==> src/rtl/vco_adc_pkg.sv <==
// Shared types and constants for the VCO-ADC capture path.
package vco_adc_pkg;
  localparam int NCH = 3;
  localparam int DW  = 32;
  localparam int AW  = 9;
  localparam logic [3:0] WMASK_ALL = 4'hF;

  typedef enum logic [1:0] {
    ST_IDLE,
    ST_RUN,
    ST_WAIT_BANK
  } cap_state_e;
endpackage

==> src/rtl/rr_arbiter.sv <==
// N-way round-robin arbiter; search starts one past the last granted index.
module rr_arbiter #(
  parameter  int N  = 3,
  localparam int PW = (N > 1) ? $clog2(N) : 1
) (
  input  logic          clk,
  input  logic          rst_n,
  input  logic [N-1:0]  req_i,
  input  logic          adv_i,
  output logic [N-1:0]  gnt_o,
  output logic [PW-1:0] gnt_idx_o,
  output logic          gnt_vld_o
);
  logic [PW-1:0] ptr_q;

  // Walk from farthest to nearest so the nearest requester wins.
  always_comb begin
    int idx;
    idx       = 0;
    gnt_vld_o = 1'b0;
    gnt_idx_o = '0;
    for (int i = N; i >= 1; i--) begin
      idx = (int'(ptr_q) + i) % N;
      if (req_i[idx]) begin
        gnt_vld_o = 1'b1;
        gnt_idx_o = PW'(idx);
      end
    end
    gnt_o = '0;
    if (gnt_vld_o) gnt_o[gnt_idx_o] = 1'b1;
  end

  always_ff @(posedge clk or negedge rst_n) begin
    if (!rst_n)                  ptr_q <= PW'(N - 1);
    else if (adv_i && gnt_vld_o) ptr_q <= gnt_idx_o;
  end
endmodule

==> src/rtl/adc_capture_arbiter.sv <==
// Multi-channel ADC capture into two ping-pong SRAM banks. Pending register per
// channel, round-robin grant stage, then a registered write port.
module adc_capture_arbiter
  import vco_adc_pkg::cap_state_e, vco_adc_pkg::ST_IDLE, vco_adc_pkg::ST_RUN,
         vco_adc_pkg::ST_WAIT_BANK, vco_adc_pkg::WMASK_ALL;
#(
  parameter int NCH = vco_adc_pkg::NCH,
  parameter int DW  = vco_adc_pkg::DW,
  parameter int AW  = vco_adc_pkg::AW
) (
  input  logic              clk,
  input  logic              rst_n,
  input  logic              start_i,
  input  logic              stop_i,
  input  logic [AW:0]       depth_i,
  input  logic [NCH-1:0]    ch_en_i,
  input  logic [NCH-1:0]    adc_dvalid_i,
  input  logic [NCH*DW-1:0] adc_dat_i,
  input  logic [1:0]        bank_clr_i,
  output logic [1:0]        mem_wenb_o,
  output logic [AW-1:0]     mem_waddr_o,
  output logic [DW-1:0]     mem_data_o,
  output logic [3:0]        wmask_o,
  output logic [1:0]        bank_full_o,
  output logic              busy_o,
  output logic              overflow_o,
  output logic              done_o
);
  localparam int PW = (NCH > 1) ? $clog2(NCH) : 1;

  cap_state_e               state_q, state_d;
  logic [AW-1:0]            last_q, last_d, addr_q, addr_d;
  logic                     bank_q, bank_d;
  logic [1:0]               full_q, full_d;
  logic                     ovf_q, ovf_d, done_q, busy_q;
  logic [NCH-1:0]           pvld_q, pvld_d;
  logic [NCH-1:0][DW-1:0]   pdat_q, pdat_d;
  logic                     wr_vld_q, wr_bank_q;
  logic [AW-1:0]            wr_addr_q, waddr_q;
  logic [DW-1:0]            wr_dat_q, wdat_q;
  logic [1:0]               wenb_q;

  logic                     go, grant_ok, take, wrap, capt;
  logic [NCH-1:0]           gnt, stb, hit;
  logic [PW-1:0]            gnt_idx;
  logic                     gnt_vld;

  assign go       = start_i && !stop_i && (state_q == ST_IDLE);
  assign grant_ok = (state_q == ST_RUN) && !stop_i;
  assign take     = grant_ok && gnt_vld;
  assign wrap     = take && (addr_q == last_q);
  assign capt     = (state_q != ST_IDLE) && !stop_i;
  assign stb      = {NCH{capt}} & adc_dvalid_i & ch_en_i;
  assign hit      = take ? gnt : '0;

  rr_arbiter #(.N(NCH)) u_arb (
    .clk       (clk),
    .rst_n     (rst_n),
    .req_i     (pvld_q),
    .adv_i     (grant_ok),
    .gnt_o     (gnt),
    .gnt_idx_o (gnt_idx),
    .gnt_vld_o (gnt_vld)
  );

  always_comb begin
    state_d = state_q;
    last_d  = last_q;
    addr_d  = addr_q;
    bank_d  = bank_q;
    full_d  = full_q & ~bank_clr_i;
    ovf_d   = ovf_q;
    pvld_d  = pvld_q;
    pdat_d  = pdat_q;
    if (take) addr_d = wrap ? '0 : addr_q + 1'b1;
    // A fill on the same cycle as a software clear keeps the bank full.
    if (wrap) begin
      full_d[bank_q] = 1'b1;
      bank_d         = ~bank_q;
    end
    for (int c = 0; c < NCH; c++) begin
      if (hit[c]) pvld_d[c] = 1'b0;
      if (stb[c]) begin
        if (!pvld_q[c] || hit[c]) begin
          pvld_d[c] = 1'b1;
          pdat_d[c] = adc_dat_i[c*DW +: DW];
        end else begin
          ovf_d = 1'b1;
        end
      end
    end
    unique case (state_q)
      ST_IDLE: if (go) begin
        state_d = ST_RUN;
        last_d  = AW'(depth_i - 1'b1);
        addr_d  = '0;
        bank_d  = 1'b0;
        full_d  = '0;
        ovf_d   = 1'b0;
        pvld_d  = '0;
      end
      ST_RUN:       if (wrap && full_d[~bank_q]) state_d = ST_WAIT_BANK;
      ST_WAIT_BANK: if (bank_clr_i[bank_q])      state_d = ST_RUN;
      default:      state_d = ST_IDLE;
    endcase
    if (stop_i) begin
      state_d = ST_IDLE;
      pvld_d  = '0;
    end
  end

  always_ff @(posedge clk or negedge rst_n) begin
    if (!rst_n) begin
      state_q   <= ST_IDLE;
      last_q    <= '0;
      addr_q    <= '0;
      bank_q    <= 1'b0;
      full_q    <= '0;
      ovf_q     <= 1'b0;
      done_q    <= 1'b0;
      busy_q    <= 1'b0;
      pvld_q    <= '0;
      pdat_q    <= '0;
      wr_vld_q  <= 1'b0;
      wr_bank_q <= 1'b0;
      wr_addr_q <= '0;
      wr_dat_q  <= '0;
      wenb_q    <= 2'b11;
      waddr_q   <= '0;
      wdat_q    <= '0;
    end else begin
      state_q  <= state_d;
      last_q   <= last_d;
      addr_q   <= addr_d;
      bank_q   <= bank_d;
      full_q   <= full_d;
      ovf_q    <= ovf_d;
      done_q   <= wrap;
      busy_q   <= (state_d != ST_IDLE);
      pvld_q   <= pvld_d;
      pdat_q   <= pdat_d;
      wr_vld_q <= take;
      if (take) begin
        wr_bank_q <= bank_q;
        wr_addr_q <= addr_q;
        wr_dat_q  <= pdat_q[gnt_idx];
      end
      // An in-flight grant is dropped if a stop lands before it reaches the port.
      if (wr_vld_q && !stop_i) begin
        wenb_q  <= wr_bank_q ? 2'b01 : 2'b10;
        waddr_q <= wr_addr_q;
        wdat_q  <= wr_dat_q;
      end else begin
        wenb_q  <= 2'b11;
      end
    end
  end

  assign mem_wenb_o  = wenb_q;
  assign mem_waddr_o = waddr_q;
  assign mem_data_o  = wdat_q;
  assign wmask_o     = WMASK_ALL;
  assign bank_full_o = full_q;
  assign busy_o      = busy_q;
  assign overflow_o  = ovf_q;
  assign done_o      = done_q;
endmodule
==> config.mk <==
export PLATFORM = sky130hd
export DESIGN_NAME = adc_capture_arbiter
export DESIGN_NICKNAME = d
export VERILOG_FILES = /design/src/rtl/vco_adc_pkg.sv /design/src/rtl/rr_arbiter.sv /design/src/rtl/adc_capture_arbiter.sv
export SDC_FILE = /design/constraint.sdc
export NUM_CORES = 1
export LEC_CHECK = 0
export CAP_MARGIN = 20
export CELL_PAD_IN_SITES_DETAIL_PLACEMENT = 0
export CELL_PAD_IN_SITES_GLOBAL_PLACEMENT = 1
export CORE_UTILIZATION = 38
export CTS_BUF_LIST = sky130_fd_sc_hd__clkbuf_4 sky130_fd_sc_hd__clkbuf_8 sky130_fd_sc_hd__clkbuf_16
export CTS_CLUSTER_SIZE = 10
export DETAILED_ROUTE_END_ITERATION = 6
export GPL_TIMING_DRIVEN = 0
export PLACE_DENSITY = 0.77
export SETUP_SLACK_MARGIN = 0.2
export SLEW_MARGIN = 20
export SYNTH_ARGS = -nofsm -noshare
export SYNTH_HDL_FRONTEND = slang
export SYNTH_HIERARCHICAL = 1
export SYNTH_SLANG_ARGS = --single-unit
==> constraint.sdc <==
create_clock -name clk -period 2.54 [get_ports clk]
set_input_delay 0.508 -clock clk [delete_from_list [all_inputs] [get_ports clk]]
set_output_delay 0.508 -clock clk [all_outputs]
set_load 0.02 [all_outputs]
==> impl_metrics.env <==
export IMPL_run_status="finished with violations"
export IMPL_violations_in_the_final_reports="negative setup slack"
export IMPL_clock_root_buffer="sky130_fd_sc_hd__clkbuf_16"
export IMPL_totalWireLength_mm=23.9
export IMPL_post_synth_cell_area_avg_um2=12.4
export IMPL_layout_skew_ns=0.0125
export IMPL_syn_inst=761
export IMPL_endpoint_kind="flip-flop"
export IMPL_m1WireLength_mm=10.8
export IMPL_max_slew_margin=0.658
export IMPL_die_height_um=160
export IMPL_dieArea_um2=25600
export IMPL_max_freq_mhz=348
export IMPL_wl_per_cell_um=17.6
export IMPL_post_drt_via_cell_ratio=4.88
export IMPL_cts_sinks=213
export IMPL_synth_seq_area_share=0.563
export IMPL_core_area_um2=24400
export IMPL_power_static_leakage_uw=0.00639
export IMPL_tritoncts_clock_tree="yes"
export IMPL_post_route_ant_nets=0
export IMPL_synthMuxAreaShare=0.217
export IMPL_detailedRoute_firstIterationViolations=215
export IMPL_multiInputGateArea_um2=4280
export IMPL_clk_latency_ns=0.52
export IMPL_synth_warning_count=6
export IMPL_share_of_layout_cells_above_drive_strength_1=0.386
export IMPL_grt_first_pass_wirelength_mm=37.6
export IMPL_post_synth_most_frequent_cells="sky130_fd_sc_hd__dfrtp_1 (210), sky130_fd_sc_hd__mux2_2 (101), sky130_fd_sc_hd__nand2_1 (65)"
export IMPL_synth_edff_count=0
export IMPL_yosysMostFrequentCell="sky130_fd_sc_hd__dfrtp_1"
export IMPL_arrival_ns=3.27
export IMPL_synth_cell_types=56
export IMPL_async_flop_share=1.00
export IMPL_min_period_ns=2.87
export IMPL_area_delta_synth_final_pct=48.6
export IMPL_worst_hold_slack_ns=0.448
export IMPL_final_seq_area_um2=5330
export IMPL_count_of_buffer_and_inverter_cells_on_the_critical_path=5
export IMPL_layout_setup_ws_ns=-0.332
export IMPL_place_inst=1254
export IMPL_yosysTopAreaCell="sky130_fd_sc_hd__dfrtp_1"
export IMPL_cts_inserted_buffers=25
export IMPL_path_cells="ha_4, buf_6, or2_4, a21o_1, a211o_2, nand4bb_4, buf_12, o21ai_4, nand2b_4, buf_6, buf_12, clkbuf_16, mux2_4"
export IMPL_gp_routability_congestion=0.770
export IMPL_drcViolationCount=0
export IMPL_grt_ovfl_total=0
export IMPL_dp_slack_ns=-0.443
export IMPL_hold_violations=0
export IMPL_port_buffers=164
export IMPL_fillerInstances=2027
export IMPL_initial_utilization=0.388
export IMPL_largest_net_degree_at_the_start_of_global_routing=100
export IMPL_ioPinCount=170
export IMPL_max_vdd_ir_drop_v=0.000477
export IMPL_timing_setup_critical_path_class="flip-flop to flip-flop"
export IMPL_fin_crit_sh=1.13
export IMPL_yosys_area_share_xor_xnor=0.0203
export IMPL_finalSetupViolations=153
export IMPL_first_pass_iters=4
export IMPL_slew_violations=0
export IMPL_cell_area_after_synthesis_um2=9470
export IMPL_portion_of_synthesized_cell_area_occupied_by_the_leading_cell_type=0.555
export IMPL_detailed_place_hpwl_mm=14.9
export IMPL_chipWidth_um=160
export IMPL_met3_wirelength_um=915
export IMPL_critPathSlowestCell="sky130_fd_sc_hd__dfstp_2"
export IMPL_critical_path_fanouts_max=5
export IMPL_n_antenna_cell=0
export IMPL_grt_util_all_layers=0.188
export IMPL_grt_pass1_vias=6874
export IMPL_timing_critical_path_max_delay_family="buffers and inverters"
export IMPL_worstMarginPinSlew_ns=0.512
export IMPL_met2_wire_length_mm=11.6
export IMPL_adder_and_majority_gate_portion_of_the_synthesized_area=0.00792
export IMPL_critical_path_max_stage_delay_ns=0.56
export IMPL_synth_ff_type="sky130_fd_sc_hd__dfrtp_1"
export IMPL_crit_required_ns=2.94
export IMPL_min_path_type="flip-flop to flip-flop"
export IMPL_clk_pin_slew_worst_paths_ns=0.06
export IMPL_vias=6627
export IMPL_highest_layer="met4"
export IMPL_htree_num_levels=1
export IMPL_post_synthesis_compound_gate_area_fraction=0.0625
export IMPL_layoutNonFillerInstCount=1359
export IMPL_power_density_nw_per_um2=673
export IMPL_row_count=57
export IMPL_timing_max_cap_violations=0
export IMPL_grt_antenna_before_repair=0
export IMPL_setup_worst_path_start_class="flip-flop"
export IMPL_net_count_final=1140
export IMPL_synthSimpleGateAreaFrac=0.0905
export IMPL_post_synth_main_area_contributors="sky130_fd_sc_hd__dfrtp_1 (55%), sky130_fd_sc_hd__mux2_2 (12%), sky130_fd_sc_hd__mux2_4 (4.8%)"
export IMPL_rsz0062_at_grt="yes"
export IMPL_cts_path_max_buffers=3
export IMPL_combinational_family_with_the_most_area_after_synthesis="multiplexers"
export IMPL_yosys_register_bits=213
cells by family after synthesis:
kind of cell | Yosys count
simple gates | 175
other cells | 1
compound gates | 106
buf+inv | 61
fa+ha+maj | 6
xor+xnor | 22
mux | 177
flops | 213
path summary, 6_finish.rpt:
check,from,endpoint,slack [ns],cells past startpoint
max,u_arb/ptr_q[1]$_DFFE_PN1P_,pdat_q[53]$_DFFE_PN0P_,-0.33,13
min,wr_vld_q$_DFF_PN0_,mem_wenb_o[1]$_DFF_PN1_,0.45,1
max reg2reg,u_arb/ptr_q[1]$_DFFE_PN1P_,pdat_q[53]$_DFFE_PN0P_,-0.33,13
min reg2reg,wr_vld_q$_DFF_PN0_,mem_wenb_o[1]$_DFF_PN1_,0.45,1
max in group asynchronous,rst_n,wr_dat_q[7]$_DFFE_PN0N_,1.24,3
min in group asynchronous,rst_n,pdat_q[91]$_DFFE_PN0P_,0.47,2
stage by stage:
| stage | util | TNS, ns | area (um^2) | power (uW) |
|---|---|---|---|---|
| after floorplan | - | -8.69 | 9550 | 5300 |
| after global placement | 0.475 | -1760.66 | 11600 | 5800 |
| after detailed placement | 0.478 | -45.10 | 11700 | 5850 |
| after CTS | 0.560 | -36.51 | 13700 | 9480 |
| after global routing | 0.577 | -51.21 | 14100 | 9960 |
| final | 0.577 | -38.93 | 14100 | 9480 |
registers in the layout, summed over array words and instances, names as in the netlist, 3 cells and up:
register / flops
wr_addr_q: 9
wr_dat_q: 32
mem_waddr_o: 9
last_q: 9
pdat_q: 96
addr_q: 9
pvld_q: 3
mem_data_o: 32
layer usage:
layer	vias up	global-route usage
met2	146	0.310
met1	3285	0.257
met3	37	0.0296
met4	0	0.0502
li1	3159	-
met5	-	0
what timing repair did:
item,CTS,global route
setup endpoints to repair,155,156
buffers inserted,37,6
cloned,12,3
hold buffers,1,0
pin swaps,71,19
hold endpoints to repair,39,0
resized for setup,181,79
layout make-up:
class,instances,area share
multi-input combinational,490,0.304
timing repair buffer,224,0.183
tap,324,0.0288
buffer,50,0.0434
inverter,11,0.00382
clock buffer,45,0.0564
sequential,213,0.379
clock inverter,1,0.000622
timing repair inverter,1,0.000800
layout by cell type (no fill, tap or decap), types with 10 or more instances in the layout:
cell type and n:
sky130_fd_sc_hd__dfrtp_1 210, sky130_fd_sc_hd__clkdlybuf4s50_1 163, sky130_fd_sc_hd__mux2_2 98, sky130_fd_sc_hd__nor2_1 48, sky130_fd_sc_hd__a21oi_1 42, sky130_fd_sc_hd__mux2i_1 35
sky130_fd_sc_hd__mux2_4 34, sky130_fd_sc_hd__clkbuf_16 31, sky130_fd_sc_hd__nand2_2 29, sky130_fd_sc_hd__o21ai_1 22, sky130_fd_sc_hd__buf_12 21, sky130_fd_sc_hd__buf_4 21
sky130_fd_sc_hd__clkbuf_4 20, sky130_fd_sc_hd__buf_6 19, sky130_fd_sc_hd__nand2_1 18, sky130_fd_sc_hd__nand2_4 18, sky130_fd_sc_hd__o21ai_2 16, sky130_fd_sc_hd__buf_8 15
sky130_fd_sc_hd__xor2_1 11, sky130_fd_sc_hd__xnor2_1 10
report_power, final:
group / switching (uW) / internal, uW
logic: 624 / 1010
clock network: 1350 / 2110
registers: 366 / 4030
total: 2340 / 7140
Note: power is estimated with default switching activity, not from simulation.
